`config.mk`:
```
export PLATFORM = sky130hd
export DESIGN_NAME = pipe_stage_reg
export DESIGN_NICKNAME = d
export VERILOG_FILES = /design/src/rtl/pipe_stage_reg.sv
export SDC_FILE = /design/constraint.sdc
export NUM_CORES = 1
export LEC_CHECK = 0
export CORE_ASPECT_RATIO = 0.8
export CORE_MARGIN = 2
export CORE_UTILIZATION = 45
export DETAILED_ROUTE_END_ITERATION = 8
export GPL_ROUTABILITY_DRIVEN = 0
export GPL_TIMING_DRIVEN = 0
export PLACE_DENSITY = 0.82
export SYNTH_ARGS = -nofsm -noshare
export SYNTH_HDL_FRONTEND = slang
export SYNTH_SLANG_ARGS = --single-unit
```
`constraint.sdc`:
```
create_clock -name clk -period 2.7 [get_ports clk]
set_clock_uncertainty 0.05 [all_clocks]
set_input_delay 0.27 -clock clk [delete_from_list [all_inputs] [get_ports clk]]
set_output_delay 0.27 -clock clk [all_outputs]
set_load 0.02 [all_outputs]
```
`src/rtl/pipe_stage_reg.sv`:
```
// pipe_stage_reg: valid/ready pipeline stage register with a one-entry skid buffer and flush
// Optional PIPE_STAGE_STATS_EN adds a saturating stall_cnt output
module pipe_stage_reg #(
  parameter int DATA_W = 36,
  parameter int CTRL_W = 3
`ifdef PIPE_STAGE_STATS_EN
  ,
  parameter int CNT_W = 16
`endif
) (
  input  logic              clk,
  input  logic              rst,
  input  logic              flush,
  input  logic              in_valid,
  output logic              in_ready,
  input  logic [DATA_W-1:0] in_data,
  input  logic [CTRL_W-1:0] in_ctrl,
  output logic              out_valid,
  input  logic              out_ready,
  output logic [DATA_W-1:0] out_data,
  output logic [CTRL_W-1:0] out_ctrl
`ifdef PIPE_STAGE_STATS_EN
  ,
  output logic [CNT_W-1:0]  stall_cnt
`endif
);
  logic              m_v, s_v;
  logic [DATA_W-1:0] m_d, s_d;
  logic [CTRL_W-1:0] m_c, s_c;
  logic              acc, drn;
  assign in_ready  = ~s_v;
  assign out_valid = m_v;
  assign out_data  = m_d;
  assign out_ctrl  = m_c;
  assign acc       = in_valid & in_ready;
  assign drn       = m_v & out_ready;
  // control words are cleared whenever their entry leaves, so a bubble never carries control
  always_ff @(posedge clk or posedge rst)
    if (rst) begin
      m_v <= 1'b0;
      s_v <= 1'b0;
      m_d <= '0;
      s_d <= '0;
      m_c <= '0;
      s_c <= '0;
    end else if (flush) begin
      m_v <= 1'b0;
      s_v <= 1'b0;
      m_c <= '0;
      s_c <= '0;
    end else if (!m_v) begin
      if (acc) begin
        m_v <= 1'b1;
        m_d <= in_data;
        m_c <= in_ctrl;
      end
    end else if (!s_v) begin
      if (drn && acc) begin
        m_d <= in_data;
        m_c <= in_ctrl;
      end else if (drn) begin
        m_v <= 1'b0;
        m_c <= '0;
      end else if (acc) begin
        s_v <= 1'b1;
        s_d <= in_data;
        s_c <= in_ctrl;
      end
    end else if (drn) begin
      m_d <= s_d;
      m_c <= s_c;
      s_v <= 1'b0;
      s_c <= '0;
    end
`ifdef PIPE_STAGE_STATS_EN
  always_ff @(posedge clk or posedge rst)
    if (rst) stall_cnt <= '0;
    else if (m_v && !out_ready && stall_cnt != '1) stall_cnt <= stall_cnt + CNT_W'(1);
`endif
endmodule
```
==> Yosys cells after proc, flatten, opt, wreduce, memory -nomap -nowiden <==
Cells that the tools add are included.
{ "word_totals": {"word_cells": 56, "memories": 0, "ramBits": 0, "latch_bits": 0, "ff_bits": 80, "output_inout_bits": 41, "input_bits": 44, "mem_bits_ro": 0} }
{ "op_classes": {"shift": 0, "multipliers": 0, "div": 0, "mux": 28, "order_cmp": 0, "eq_ne": 7, "bitwise": 6, "n_addsub": 0, "n_reduce_logical": 9} }
{ "op_table": {"columns": ["cell", "count"], "rows": [
  ["36-bit 2-to-1 mux", 5],
  ["3-bit 2-to-1 mux", 12],
  ["1-bit 2-to-1 mux", 11],
  ["3-bit by 2-bit inequality test with 1-bit output, second input constant", 2],
  ["3-bit inequality test, second input constant", 2],
  ["6-bit AND reduction", 1],
  ["3-bit nonzero test", 2],
  ["5-bit AND reduction", 1],
  ["4-bit by 2-bit inequality test with 1-bit output, second input constant", 1],
  ["4-bit by 3-bit inequality test with 1-bit output, second input constant", 1],
  ["1-bit NOT", 4],
  ["4-bit AND reduction", 1],
  ["2-bit nonzero test", 2],
  ["3-bit by 1-bit inequality test with 1-bit output, second input constant", 1],
  ["3-bit AND reduction", 1],
  ["1-bit bitwise AND", 2],
  ["1-bit logical AND", 1]
]} }

==> Depth between registers and ports, before layout <==
Gate-level depths: netlist of run 1.
{ "depth": {"depth_word": 8, "depth_mapped": 5, "mapped_depth_nobuf": 3} }

==> Worst setup path after synthesis of run 1 <==
Ideal clock, no wire load.
{ "synth_path": {"kind": "flip-flop to flip-flop", "from": "register m_v, in the netlist out_valid", "to": "register m_d[0], in the netlist out_data[0]", "period_less_slack_ns": 1.929, "setup_slack_ns": 0.771, "t_arrival_ns": 1.755, "path_stages_with_launch": 5, "setup_ns": 0.125, "required_time_ns": 2.525, "path_buffers": 1, "cell_sequence": "dfrtp_1 or2_1 a211oi_4 buf_2 mux2_2"} }
{ "synth_between": {"elab_chain_cells": 4, "elab_cells_between_ends": 7, "classes_between": "2 x eq/ne; 1 x mux; 1 x bitwise; 3 x reduce/logical"} }
{ "synth_rtl": {"columns": ["element", "line", "rtl"], "rows": [
  ["from (decl)", "27", "logic m_v, s_v;"],
  ["from (signal assigned)", "40", "m_v <= 1'b0;"],
  ["from (signal assigned)", "47", "m_v <= 1'b0;"],
  ["from (signal assigned)", "53", "m_v <= 1'b1;"],
  ["1-bit bitwise AND", "36", "assign drn = m_v & out_ready;"],
  ["1-bit logical AND", "58", "if (drn && acc) begin"],
  ["3-bit by 1-bit inequality test with 1-bit output (no line)", null, null],
  ["4-bit AND reduction (no line)", null, null],
  ["to (signal assigned)", "54", "m_d <= in_data;"],
  ["to (signal assigned)", "59", "m_d <= in_data;"],
  ["to (decl)", "28", "logic [DATA_W-1:0] m_d, s_d;"]
]} }
Parallel ways exist; a longest one is shown, timed or not.
A chain may end at the register's enable or synchronous reset.

==> Final worst setup path of run 1 <==
{ "layout_path": {"from": "register m_v, in the netlist out_valid", "to": "register m_d[29], in the netlist out_data[29]"} }
The elaborated chain is that of the path after synthesis.

==> results.yml, run 1 <==
status:
  status: "finished, final reports clean"
finish:
  finalInstanceArea_mm2: 0.004833
  diodes: 0
  area_delta_synth_final_pct: 34.13
  fin_nets: 383
  layout-drive-gt1-share_pct: 40.70
global_route:
  use_met1_pct: 22.55
  grt_max_degree: 57
  grt_pass1_wl_um: 11940
  use_met3_pct: 4.918
  overflow: 0
  antenna_found_initial: 0
  gr-max-usage-layer: "met2"
  grt_use_total_pct: 17.38
  first_global_vias: 2392
  grtUsageMet2_pct: 28.59
critical_path:
  crit_fanout: 10
  critical-path-max-stage-delay_ns: 0.53
  crit_top_cell: "mux2_2"
  worstReg2RegStart: "out_valid"
  r2r-end: "out_data[29]"
  start_kind: "flop"
  crit_arrival_ns: 2.32
  rrSetupSlack_ns: 0.55
  cpMaxStageDelayCell: "clkbuf_1"
  path_cells: "nand2_1 -> clkbuf_1 -> mux2_2 -> mux2_2"
  cp-end-kind: "flop"
  criticalPathCategory: "flop to flop"
  crit_required_ns: 2.87
  reg2reg_depth: 4
logic_synthesis:
  ys_types: 23
  ys.flop_type: "dfrtp_1"
  syn-instance-count: 245
  yosys_warnings: 0
  seq_area_frac_synth_pct: 55.56
  ys_async_sr_fraction_pct: 100.0
  ys_seq_elements: 80
  syn_area_per_cell_um2: 14.71
  yosys-top-cells-area: "dfrtp_1 (56%), mux2_2 (33%), mux2_4 (2.9%)"
  syn_area_mm2: 0.003603
  synth-edff-count: 0
  syn_nets: 289
  synth_top_area_share_pct: 55.56
  synth_most_common_cell: "mux2_2"
  synth_commonest_cells: "mux2_2 (104), dfrtp_1 (80), inv_1 (9)"
  yosysTopAreaCell: "dfrtp_1"
floorplan:
  start_util_pct: 45.98
  die_h_um: 84.04
  core-area_mm2: 0.007838
  rows: 29
  die_w_um: 104.0
  io_pins: 85
  die_area_mm2: 0.008744
cts:
  clkTransAtPathRegs_ns: 0.08
  cts_tree: "done"
  h-tree-depth: 3
  root_buffer: "clkbuf_8"
  clock_latency_ns: 0.34
  clockBufferDepth: 2
  cts-resized-gates: 0
  cts_buffers: 9
  post-cts-setup-buffers: 0
  cts_hold_buf: 0
  cts_sinks: 80
placed_design:
  placed_cell_area_mm2: 0.004589
  dp_hpwl_um: 4849
  place_ws_ns: 0.3349
  port_buffers: 82
power_and_ir_drop:
  pwr-share-seq_pct: 44.8
  p_leak_uw: 0.002055
  ir_drop_mv: 0.4735
  power.share.combinational_pct: 26.6
  swShare_pct: 26.65
  power_density_mw_per_mm2: 753.7
  p_int_uw: 2672
  clkPwrFrac_pct: 28.7
  power.switching_uw: 970.9
routing:
  vias_per_cell: 5.040
  ant_nets: 0
  post-route-drc-count: 0
  wl_per_cell_um: 15.36
  drt-initial-drc-count: 48
  drt_wl_total_um: 6942
  dr.pass1.iters: 4
  num_vias: 2278
timing:
  setup_ws_ns: 0.5508
  layout_min_cycle_time_ns: 2.149
  fin_crit_sh_pct: 79.60
  maxSlewViolCount: 0
  setup_viol: 0
  rsz0062_at_grt: "false"
  max_slew_margin_pct: 59.18
  fmax_mhz: 465.3
  worst_pin_slew_ns: 0.6123
  tns_ns: 0
  hold_viol: 0
job:
  cap_violations: 0
worst_hold_path:
  min_path_type: "primary input to async pin"
==> sequential cells by signal, summed over array words and instances, names as in the netlist <==
register   cells
out_data      36
s_d           36
out_ctrl       3
s_c            3
out_valid      1
s_v            1
==> metal layers <==
metal  up-vias  wire, um
li1       1062         -
met1      1147      3053
met2        62      3470
met3         7       363
met4         0        55
met5         -         0
==> placed cells by master (no fill, tap or decap), drive strengths merged, types with 4 or more instances in the layout <==
| cell | instances |
|---|---|
| mux2 | 111 |
| clkbuf | 15 |
| clkdlybuf4s50 | 82 |
| inv | 9 |
| nand2b | 4 |
| dfrtp | 80 |
| buf | 9 |
==> per-stage QoR <==
step | util [%] | hold WS [ns] | total power (uW) | cells
final | 61.67 | 0.2051 | 3643 | 452
after global routing | 61.67 | 0.2133 | 3837 | 452
after CTS | 61.67 | 0.1955 | 3699 | 452
after detailed placement | 58.56 | 0.4397 | 2632 | 436
after global placement | 58.17 | 0.4321 | 2586 | 435
after floorplan | - | 0.3528 | 2180 | 245
==> worst max-delay path, delay by kind of cell (launching register included) <==
family                 cells  cell delay [ns]
AND/OR/NAND/NOR            1             0.33
buffers and inverters      1             0.53
multiplexers               2             0.66
flip-flops                 1             0.46
==> power groups by stage <==
stage / Combinational, uW / Sequential (uW) / Clock [uW]
CTS: 983 / 1630 / 1080
finish: 968 / 1630 / 1040
global route: 1030 / 1670 / 1140
detailed placement: 980 / 1650 / 0
floorplan: 385 / 1800 / 0
global placement: 948 / 1640 / 0
==> how the worst max path moves through the flow <==
stage	start	end	slack, ns	cells after the start
6_report	out_valid	out_data[29]	0.55	4
5_1_grt	out_valid	out_data[29]	0.37	4
4_1_cts	out_valid	out_data[29]	0.47	4
3_5_place_dp	in_valid	out_data[29]	0.33	5
3_3_place_gp	rst	out_ctrl[0]	-0.95	2
2_1_floorplan	rst	out_ctrl[0]	0.33	1
==> cell families (layout without fill, tap and decap cells) <==
logic type,count (synthesis),count (layout),share of synthesized area (%)
flip-flops,80,80,55.56
buffers and inverters,23,122,3.021
AND/OR/NAND/NOR,18,18,3.229
multiplexers,111,111,35.42
AO/OA/AOI/OAI,13,13,2.778
==> layout make-up <==
class                      instances  area [um2]
buffer                            14       75.07
clock buffer                       9       123.9
clock inverter                     7       120.1
fill                             645        3004
inverter                           9       36.28
multi-input combinational        142        1493
sequential                        80        2002
tap                              108       135.1
timing repair buffer              83       848.3
(Power assumes the default switching activity.)
==> run 2, diff against run 1 <==
- PLACE_DENSITY: 0.82 -> 0.85
- clock period: 2.7 -> 1.9 ns (I/O delays scaled with it)
==> run 2 against run 1 <==
Design area is 0.85% higher. Sequential cell count did not move. First-iteration DRC count shrank 60%. Final cell count up 0.88%. Hold slack lost 0.085 ns. Setup slack worse by 0.49 ns. Clock power rose by 19%. Combinational power increased by 45%. Die area unchanged. Routed wire length increased by 1.2%. Sequential share of layout area decreased by 0.30 points. Critical path type is now primary input to flop. Largest cell class unchanged.
==> results.yml, run 2 (synthesis results as in run 1) <==
routing:
  dr.pass1.iters: 4
  post-route-drc-count: 0
  vias_per_cell: 5.046
  num_vias: 2301
  ant_nets: 0
  wl_per_cell_um: 15.41
  drt-initial-drc-count: 19
  drt_wl_total_um: 7025
timing:
  fin_crit_sh_pct: 96.72
  setup_ws_ns: 0.06232
  fmax_mhz: 544.2
  layout_min_cycle_time_ns: 1.838
  setup_viol: 0
  tns_ns: 0
  maxSlewViolCount: 0
  hold_viol: 0
  max_slew_margin_pct: 68.08
  worst_pin_slew_ns: 0.4777
  rsz0062_at_grt: "false"
critical_path:
  criticalPathCategory: "primary input to flop"
  reg2reg_depth: 4
  cpMaxStageDelayCell: "clkdlybuf4s50_1"
  crit_required_ns: 2.07
  cp-end-kind: "flop"
  critical-path-max-stage-delay_ns: 0.65
  rrSetupSlack_ns: 0.06
  start_kind: "primary input"
  crit_fanout: 10
  path_delay_family: "buffers and inverters"
  r2r-end: "s_d[15]"
  crit_buf_inv: 2
  crit_arrival_ns: 2.01
  worstReg2RegStart: "s_v"
  path_cells: "clkdlybuf4s50_1 -> nand2b_4 -> or4b_4 -> buf_2 -> mux2_2"
placed_design:
  placed_cell_area_mm2: 0.004603
  place_ws_ns: -0.4693
  dp_hpwl_um: 4943
  port_buffers: 82
cts:
  root_buffer: "clkbuf_8"
  cts_buffers: 9
  cts_sinks: 80
  clockBufferDepth: 2
  clock_latency_ns: 0.33
  h-tree-depth: 3
  cts_hold_buf: 0
  clkTransAtPathRegs_ns: 0.08
  cts_tree: "done"
global_route:
  overflow: 0
  first_global_vias: 2527
  antenna_found_initial: 0
  grt_max_degree: 32
  grt_pass1_wl_um: 12250
  grt_use_total_pct: 17.64
finish:
  fill_cells: 652
  layout-drive-gt1-share_pct: 43.39
  finish.utilization_pct: 62.20
  area_delta_synth_final_pct: 35.28
  finalInstanceArea_mm2: 0.004875
  mostFrequentLayoutCells: "mux2_2 (104), clkdlybuf4s50_1 (81), dfrtp_1 (78), clkbuf_8 (10), inv_1 (8)"
  fin_nets: 387
  layout_commonest_cell: "mux2_2"
  diodes: 0
power_and_ir_drop:
  power_density_mw_per_mm2: 1016
  power.share.combinational_pct: 28.2
  clkPwrFrac_pct: 24.9
  p_int_uw: 3584
  swShare_pct: 27.63
  power.switching_uw: 1368
  pwr-share-seq_pct: 46.9
  ir_drop_mv: 0.5681
  p_leak_uw: 0.002069
worst_hold_path:
  holdCritStartpoint: "flush"
  min_path_type: "primary input to flop"
  hold_end: "out_valid"
  min_delay_path_depth: 2
floorplan:
  start_util_pct: 45.98
  die_area_mm2: 0.008744
  die_w_um: 104.0
  io_pins: 85
  die_h_um: 84.04
  rows: 29
  core-area_mm2: 0.007838
status:
  status: "finished, final reports clean"
job:
  cap_violations: 0
-- run 2: cell count changes in the layout (fill, tap and decap cells not counted), moves of 2 or more --
cell       change
buf_2          -2
dfrtp_2        +2
buf_12         +3
bufinv_16      -2
clkbuf_2       +3
buf_4          +3
clkbuf_1       -3
dfrtp_1        -2
-- run 2: per-layer routing --
metal / global-route usage (%) / up-vias / wire (um)
li1: - / 1068 / -
met1: 21.79 / 1174 / 3050
met2: 30.68 / 53 / 3579
met3: 5.386 / 6 / 341
met4: 3.808 / 0 / 53
met5: 0 / - / 0
-- run 2: repair_timing --
action	4_1_cts	5_1_grt
hold endpoints to repair	0	0
resized for setup	10	8
setup endpoints to repair	38	45
pin swaps	1	0
setup buffers	4	0
-- run 2: cell type report --
| class | count | area (um2) | share of cell area, % |
|---|---|---|---|
| Sequential cell | 80 | 2004 | 41.12 |
| Multi-Input combinational cell | 142 | 1503 | 30.83 |
| Timing Repair Buffer | 88 | 905.9 | 18.58 |
| Clock buffer | 11 | 141.4 | 2.900 |
| Tap cell | 108 | 135.1 | 2.772 |
| Buffer | 13 | 91.34 | 1.874 |
| Clock inverter | 5 | 56.30 | 1.155 |
| Inverter | 9 | 37.54 | 0.7700 |
-- run 2: stage by stage --
| step | instances | hold slack (ns) | total power, uW |
|---|---|---|---|
| 2_1_floorplan | 245 | 0.2728 | 3099 |
| 3_3_place_gp | 435 | 0.4321 | 3676 |
| 3_5_place_dp | 437 | 0.4413 | 3747 |
| 4_1_cts | 457 | 0.1133 | 5020 |
| 5_1_grt | 456 | 0.1286 | 5233 |
| 6_report | 456 | 0.1197 | 4952 |
-- run 2: worst max path at each step --
stage,startpoint,to,slack (ns),cells past startpoint
after floorplan,out_valid,out_data[0],-0.03,4
after global placement,in_valid,out_data[33],-0.40,5
after detailed placement,in_valid,out_data[7],-0.47,5
after CTS,s_v,s_d[1],0.004,5
after global routing,out_valid,out_data[25],0.008,4
final,in_valid,s_d[15],0.06,5
-- run 2: power by group through the flow --
stage,clock (uW),combinational [uW],sequential (uW)
2_1_floorplan,0,548,2550
3_3_place_gp,0,1350,2330
3_5_place_dp,0,1400,2350
4_1_cts,1280,1420,2320
5_1_grt,1360,1490,2380
6_report,1240,1400,2320
